$ cat src/rtl/alarm_controller.sv
// alarm_controller: detects the alarm instant and runs the ring/snooze/stop FSM driving a 1 Hz pulsed buzzer
module alarm_controller #(
    parameter int SNOOZE_MIN     = 5,
    parameter int RING_TIMEOUT_S = 60,
    parameter int MAX_SNOOZE     = 3
) (
    input  logic       clk,
    input  logic       reset,
    input  logic       tick_1hz,
    input  logic [4:0] hours,
    input  logic [5:0] minutes,
    input  logic [5:0] seconds,
    input  logic [4:0] alarm_hours,
    input  logic [5:0] alarm_minutes,
    input  logic       alarm_enable,
    input  logic       snooze_btn,
    input  logic       stop_btn,
    output logic       buzzer,
    output logic       ringing,
    output logic       snoozing,
    output logic [2:0] snooze_count,
    output logic       alarm_event
);
    localparam int CW = $clog2(RING_TIMEOUT_S);

    typedef enum logic [1:0] {IDLE, RINGING, SNOOZE} state_t;

    state_t        r_state;
    logic          r_armed;
    logic          r_beep;
    logic [CW-1:0] r_ring_cnt;
    logic [4:0]    r_tgt_h;
    logic [5:0]    r_tgt_m;
    logic          r_buzzer;
    logic          r_ringing;
    logic          r_snoozing;
    logic          r_event;
    logic [2:0]    r_snooze_count;

    logic       w_alarm_match;
    logic       w_tgt_match;
    logic       w_timeout;
    logic       w_can_snooze;
    logic       w_cancel;
    logic       w_exit;
    logic       w_enter;
    logic       w_snooze;
    logic       w_wrap;
    logic [6:0] w_m_sum;
    logic [5:0] w_snz_m;
    logic [4:0] w_snz_h;

    assign w_alarm_match = alarm_enable && hours == alarm_hours && minutes == alarm_minutes && seconds == 6'd0;
    assign w_tgt_match   = alarm_enable && hours == r_tgt_h && minutes == r_tgt_m && seconds == 6'd0;
    assign w_timeout     = tick_1hz && r_ring_cnt == CW'(RING_TIMEOUT_S - 1);
    assign w_can_snooze  = snooze_btn && r_snooze_count < 3'(MAX_SNOOZE);
    assign w_cancel      = !alarm_enable || stop_btn;

    // Exit beats snooze, snooze beats the auto-stop timeout
    assign w_exit   = (r_state != IDLE) && (w_cancel || (r_state == RINGING && !w_can_snooze && w_timeout));
    assign w_snooze = r_state == RINGING && !w_cancel && w_can_snooze;
    assign w_enter  = (r_state == IDLE && w_alarm_match && r_armed) ||
                      (r_state == SNOOZE && !w_cancel && w_tgt_match);

    assign w_m_sum = {1'b0, minutes} + 7'(SNOOZE_MIN);
    assign w_wrap  = w_m_sum >= 7'd60;
    assign w_snz_m = w_wrap ? 6'(w_m_sum - 7'd60) : w_m_sum[5:0];
    assign w_snz_h = !w_wrap ? hours : (hours == 5'd23 ? 5'd0 : hours + 5'd1);

    always_ff @(posedge clk) begin
        if (reset) begin
            r_state        <= IDLE;
            r_armed        <= 1'b1;
            r_beep         <= 1'b0;
            r_ring_cnt     <= '0;
            r_tgt_h        <= '0;
            r_tgt_m        <= '0;
            r_buzzer       <= 1'b0;
            r_ringing      <= 1'b0;
            r_snoozing     <= 1'b0;
            r_event        <= 1'b0;
            r_snooze_count <= '0;
        end else begin
            r_event <= 1'b0;
            if (minutes != alarm_minutes) r_armed <= 1'b1;
            if (w_exit) begin
                r_state        <= IDLE;
                r_ringing      <= 1'b0;
                r_snoozing     <= 1'b0;
                r_buzzer       <= 1'b0;
                r_snooze_count <= '0;
            end else if (w_enter) begin
                r_state    <= RINGING;
                r_ringing  <= 1'b1;
                r_snoozing <= 1'b0;
                r_buzzer   <= 1'b1;
                r_beep     <= 1'b1;
                r_ring_cnt <= '0;
                r_event    <= 1'b1;
                // A fresh alarm event (not a snooze re-ring) restarts the count and disarms for this minute
                if (r_state == IDLE) begin
                    r_snooze_count <= '0;
                    r_armed        <= 1'b0;
                end
            end else if (w_snooze) begin
                r_state        <= SNOOZE;
                r_ringing      <= 1'b0;
                r_snoozing     <= 1'b1;
                r_buzzer       <= 1'b0;
                r_snooze_count <= r_snooze_count + 3'd1;
                r_tgt_h        <= w_snz_h;
                r_tgt_m        <= w_snz_m;
            end else if (r_state == RINGING && tick_1hz) begin
                r_ring_cnt <= r_ring_cnt + CW'(1);
                r_beep     <= ~r_beep;
                r_buzzer   <= ~r_beep;
            end
        end
    end

    assign buzzer       = r_buzzer;
    assign ringing      = r_ringing;
    assign snoozing     = r_snoozing;
    assign snooze_count = r_snooze_count;
    assign alarm_event  = r_event;
endmodule

$ cat config.mk
export PLATFORM = sky130hd
export DESIGN_NAME = alarm_controller
export DESIGN_NICKNAME = d
export VERILOG_FILES = /design/src/rtl/alarm_controller.sv
export SDC_FILE = /design/constraint.sdc
export NUM_CORES = 1
export LEC_CHECK = 0
export ABC_AREA = 0
export CORE_ASPECT_RATIO = 0.9
export CORE_MARGIN = 5
export CORE_UTILIZATION = 34
export DETAILED_ROUTE_END_ITERATION = 16
export GPL_TIMING_DRIVEN = 0
export PLACE_DENSITY = 0.61
export SLEW_MARGIN = 15
export SYNTH_ARGS = -nofsm -noshare
export SYNTH_HDL_FRONTEND = slang
export SYNTH_SLANG_ARGS = --single-unit
export TNS_END_PERCENT = 50
$ cat constraint.sdc
create_clock -name clk -period 2.6 [get_ports clk]
set_input_delay 0.26 -clock clk [delete_from_list [all_inputs] [get_ports clk]]
set_output_delay 0.26 -clock clk [all_outputs]
set_load 0.005 [all_outputs]
* Word level (Yosys, flattened, before mapping) *
Index checks and enable logic that the tools add are counted.

cells by class
  $add $sub $neg = 5
  magnitude comparators = 2
  eq/ne operators = 11
  mux-type cells = 23
  bitwise operators = 3
  reduce and logical (&&, ||, !) cells = 35

operator list
  kind                 number
  $mux 6               4
  $logic_and 1x1->1    18
  $mux 1               14
  $eq 6x6->1           2
  $eq 5x5->1           2
  $mux 5               2
  $mux 3               3
  $add 6x3->7 const B  1
  $ge 7x6->1 const B   1
  $add 6x1->6 const B  1
  $eq 6x6->1 const B   1
  $logic_not 6->1      1
  $ne 6x6->1           1
  $reduce_and 3->1     2
  $reduce_bool 2->1    3
  $sub 6x6->6 const B  1
  $add 5x1->5 const B  1
  $eq 5x5->1 const B   1
  $add 3x1->3 const B  1
  $logic_not 1->1      3
  $logic_or 1x1->1     3
  $lt 3x2->1 const B   1
  $not 1->1            3
  $reduce_bool 3->1    1
  other kinds (8)      8

storage, ports and cells
  flip-flop bits (word level) = 27
  input bits = 34
  logic and storage cells = 90

* Depth between registers and ports, before layout *
  depth in word-level cells = 9
  gate-level depth with buffers = 10
  depth with buffers taken out = 8

* Worst setup path after synthesis *
Ideal clock, no wire load.

  kind = input to register
  start point = input minutes[2]
  end point = register r_tgt_m[2]
  data arrival time = 2.090 ns
  setup slack = 0.373 ns
  cell stages on the path = 10
  cell sequence = clkbuf_1 a21oi_1 xnor2_1 ha_1 nand3_1 mux2_2 nand4_1 clkbuf_1 and2_1 o221ai_1

between the ends
  longest elaborated chain between the ends = 8
  elaborated cells between the ends (all ways) = 16

ends and longest elaborated chain
  element                                                              RTL line  source
  start, declared                                                      11        input logic [5:0] minutes,
  parallel branches: the longest is 8 deep, another holds $add 6x3->7  n/a
  end signal, assigned                                                 112       r_tgt_m <= w_snz_m;
  end, declared                                                        33        logic [5:0] r_tgt_m;

Parallel ways; which one is timed is not known.
A chain may end at the register's enable or synchronous reset.

* Worst setup path in the final report *
  start point = input minutes[0]
  end point = register r_tgt_h[4]

between the ends
  longest elaborated chain between the ends = 8
  elaborated cells between the ends (all ways) = 15

ends and longest elaborated chain
  element                                                              RTL line  source
  parallel branches: the longest is 8 deep, another holds $add 6x3->7  n/a
  end signal, assigned                                                 111       r_tgt_h <= w_snz_h;
  end, declared                                                        32        logic [4:0] r_tgt_h;

Parallel ways; which one is timed is not known.

==> impl_metrics.json <==
{
  "status": "finished clean",
  "p_sw_share_pct": 26.96,
  "first_global_vias": 1840,
  "drv_cap": 0,
  "maxSlewViolCount": 0,
  "yosys.area.top_type": "dfxtp_1",
  "drt-pass1-iter-count": 4,
  "grt_pass1_wl_mm": 9.170,
  "worstPathCellList": "clkdlybuf4s50_1 -> clkbuf_4 -> a21oi_4 -> xnor2_2 -> ha_2 -> nand3_1 -> mux2_2 -> nand4_1 -> buf_6 -> a311oi_1 -> nor4_1",
  "core-area_mm2": 0.005628,
  "max_freq_mhz": 411.2,
  "max_slew_margin_pct": 56.55,
  "overflow": 0,
  "drtAntennaViolNets": 0,
  "hold_violations": 0,
  "syn_inst": 241,
  "clock_sinks": 26,
  "regToRegStartpoint": "r_tgt_h[0]$_SDFFE_PP0P_",
  "combPwrFrac_pct": 21.6,
  "whs_path_depth": 2,
  "hpwl_mm": 4.274,
  "power_frac_clock_pct": 31.9,
  "finalInstanceArea_mm2": 0.002514,
  "power_switching_uw": 230.7,
  "drc": 0,
  "hold_path.startpoint": "r_tgt_m[1]$_SDFFE_PP0P_",
  "area.growth.synth_to_final_pct": 28.78,
  "final_nets": 323,
  "first_iter_violations": 108,
  "critical_path_class": "primary input to register",
  "rsz0062_at_grt": "no",
  "p_leak_uw": 0.0008470,
  "cp_top_family": "buffers and inverters",
  "drive_gt1_share_pct": 8.511,
  "die_y_um": 81.88,
  "placed_area_mm2": 0.002410,
  "min_period_ns": 2.432,
  "ys_seq_elements": 26,
  "yosys-top-cells-count": "dfxtp_1 (26), xnor2_1 (24), nand2_1 (16), nor2_1 (16), nand4_1 (13)",
  "synth_cell_types": 59,
  "num_rows": 26,
  "ctsLongestPathBuffers": 2,
  "ff2ff_path_depth": 6,
  "min_path_type": "register to register",
  "seq_area_frac_synth_pct": 26.67,
  "post-route-period-util_pct": 93.55,
  "dr_total_vias": 1973,
  "yosysTopAreaCellShare_pct": 26.67,
  "grt_max_degree": 15,
  "finalClockSkew_ns": 0.008526,
  "crit_buf_inv": 3,
  "cp_max_fo": 10,
  "place_congestion": 0.8184,
  "cp-start-kind": "primary input",
  "root_buffer": "clkbuf_8",
  "ys.flop_type": "dfxtp_1",
  "post_cts_buffers": 0,
  "worst_path_max_delay_cell": "clkdlybuf4s50_1",
  "die_width_um": 89.87,
  "end_kind": "register",
  "n_antenna_cell": 0,
  "numPortBuffers": 37,
  "syn_area_per_cell_um2": 8.099,
  "grt.total_usage_pct": 15.05,
  "synth.cell_area_mm2": 0.001952,
  "slowest_delay_ns": 0.51,
  "die_area_mm2": 0.007358,
  "tightest_slew_ns": 0.6482,
  "synth_area_leaders": "dfxtp_1 (27%), xnor2_1 (11%), nand4_1 (4.2%)",
  "cts_tree": "yes",
  "finalSetupViolCount": 0,
  "pwr_density_cell_mw_per_mm2": 340.4,
  "syn_nets": 281,
  "crit_required_ns": 2.78,
  "pwr-share-seq_pct": 46.5,
  "antenna_found_initial": 0,
  "startpoint": "minutes[0]",
  "top_level_ports": 41,
  "cts_buffers": 3,
  "post-synth-top-count-cell": "dfxtp_1",
  "htreeDepth": 1,
  "clk_pin_slew_ns": 0.10,
  "synth_edf_count": 0,
  "cp.arrival_ns": 2.62,
  "clock_latency_ns": 0.28,
  "drt-total-wl_mm": 5.540,
  "start_util_pct": 34.68,
  "vdd_ir_drop_max_uv": 224.4,
  "reg2reg_setup_slack_ns": 0.33,
  "p_int_uw": 624.9,
  "wire_per_inst_um": 15.74,
  "cp.depth": 11,
  "async_reset_ff_share_pct": 0,
  "fill_cells": 577,
  "finalPower_uw": 855.6,
  "routed_via_density": 5.605,
  "ys_warn_count": 0
}
-- registers in the layout (all words and copies together), names as in the netlist --
| signal | cells |
|---|---|
| alarm_event | 1 |
| buzzer | 1 |
| r_armed | 1 |
| r_beep | 1 |
| r_ring_cnt | 6 |
| r_tgt_h | 5 |
| r_tgt_m | 6 |
| ringing | 1 |
| snooze_count | 3 |
| snoozing | 1 |
-- cell type report --
class / instances / area [um^2] / share of cell area [%]
tap: 70 / 87.58 / 3.484
sequential: 26 / 520.5 / 20.71
clock buffer: 4 / 55.05 / 2.190
buffer: 12 / 60.06 / 2.389
timing repair buffer: 37 / 371.6 / 14.78
inverter: 5 / 18.77 / 0.7466
multi-input combinational: 198 / 1400 / 55.70
-- worst min-delay path: stages, from the launching register on --
cell,delay (ns)
dfxtp_1,0.33
nand2_1,0.06
a21oi_1,0.06
-- metal layers --
layer / vias to the layer above / track usage, % / wire length, um
met3: 4 / 2.656 / 249
li1: 1001 / - / -
met4: 0 / 3.423 / 66
met1: 916 / 21.62 / 2803
met2: 52 / 23.46 / 2420
met5: - / 0 / 0
-- power groups by stage --
| stage | clock, uW | sequential [uW] | combinational, uW |
|---|---|---|---|
| 2_1_floorplan | 0 | 407 | 93.7 |
| 3_3_place_gp | 0 | 407 | 175 |
| 3_5_place_dp | 0 | 407 | 175 |
| 4_1_cts | 279 | 398 | 179 |
| 5_1_grt | 294 | 398 | 202 |
| 6_report | 273 | 398 | 185 |
-- cell families (layout without fill, tap and decap cells) --
kind of cell             after synthesis  count (layout)  share of synthesized area, %
AND/OR/NAND/NOR                      104             104                         30.51
AO/OA/AOI/OAI                         57              57                         21.15
XOR/XNOR                              26              26                         11.67
flip-flops                            26              26                         26.67
buffers and inverters                 17              58                         3.461
adder cells (fa/ha/maj)                6               6                         3.846
multiplexers                           5               5                         2.692
-- worst paths after layout --
check | end
setup / recovery | r_tgt_h[4]$_SDFFE_PP0P_
hold / removal | r_tgt_m[1]$_SDFFE_PP0P_
setup reg to reg | snooze_count[1]$_SDFFE_PP0P_
hold reg to reg | r_tgt_m[1]$_SDFFE_PP0P_
-- timing repair --
item	4_1_cts	5_1_grt
endpoints found under the setup margin	8	9
hold buffers	0	0
resized for setup	7	8
endpoints found under the hold margin	0	0
-- cell usage in the layout, fill, tap and decap left out, types with 3 or more instances in the layout --
cell type | Yosys | routed
a211oi_1 | 8 | 8
a21oi_1 | 9 | 8
a311oi_1 | 3 | 3
a31oi_1 | 3 | 3
and2_1 | 5 | 5
and3_1 | 5 | 5
clkbuf_1 | 11 | 9
clkbuf_8 | 0 | 4
clkdlybuf4s50_1 | 0 | 35
dfxtp_1 | 26 | 26
ha_1 | 6 | 4
inv_1 | 4 | 4
mux2i_1 | 3 | 3
nand2_1 | 16 | 16
nand2b_1 | 3 | 3
nand3_1 | 12 | 12
nand3b_1 | 3 | 3
nand4_1 | 13 | 13
nor2_1 | 16 | 16
nor3_1 | 7 | 6
nor4_1 | 5 | 5
nor4b_1 | 4 | 4
o211ai_1 | 3 | 3
o21a_1 | 3 | 3
o21ai_0 | 7 | 7
o21ai_1 | 3 | 3
xnor2_1 | 24 | 22
-- metrics by stage --
stage                     TNS, ns  instances  hold slack [ns]  utilization, %  worst slack [ns]
after detailed placement   -6.427        348           0.4780           42.82           -0.5930
after global placement     -6.179        348           0.4586           42.82           -0.5815
final                           0        352           0.4905           44.66            0.1678
after global routing            0        352           0.5199           44.66           0.02956
after CTS                       0        352           0.4916           44.11           0.02323
after floorplan                 0        241           0.4488               -            0.3728
Power figures use the tool's default switching activity.
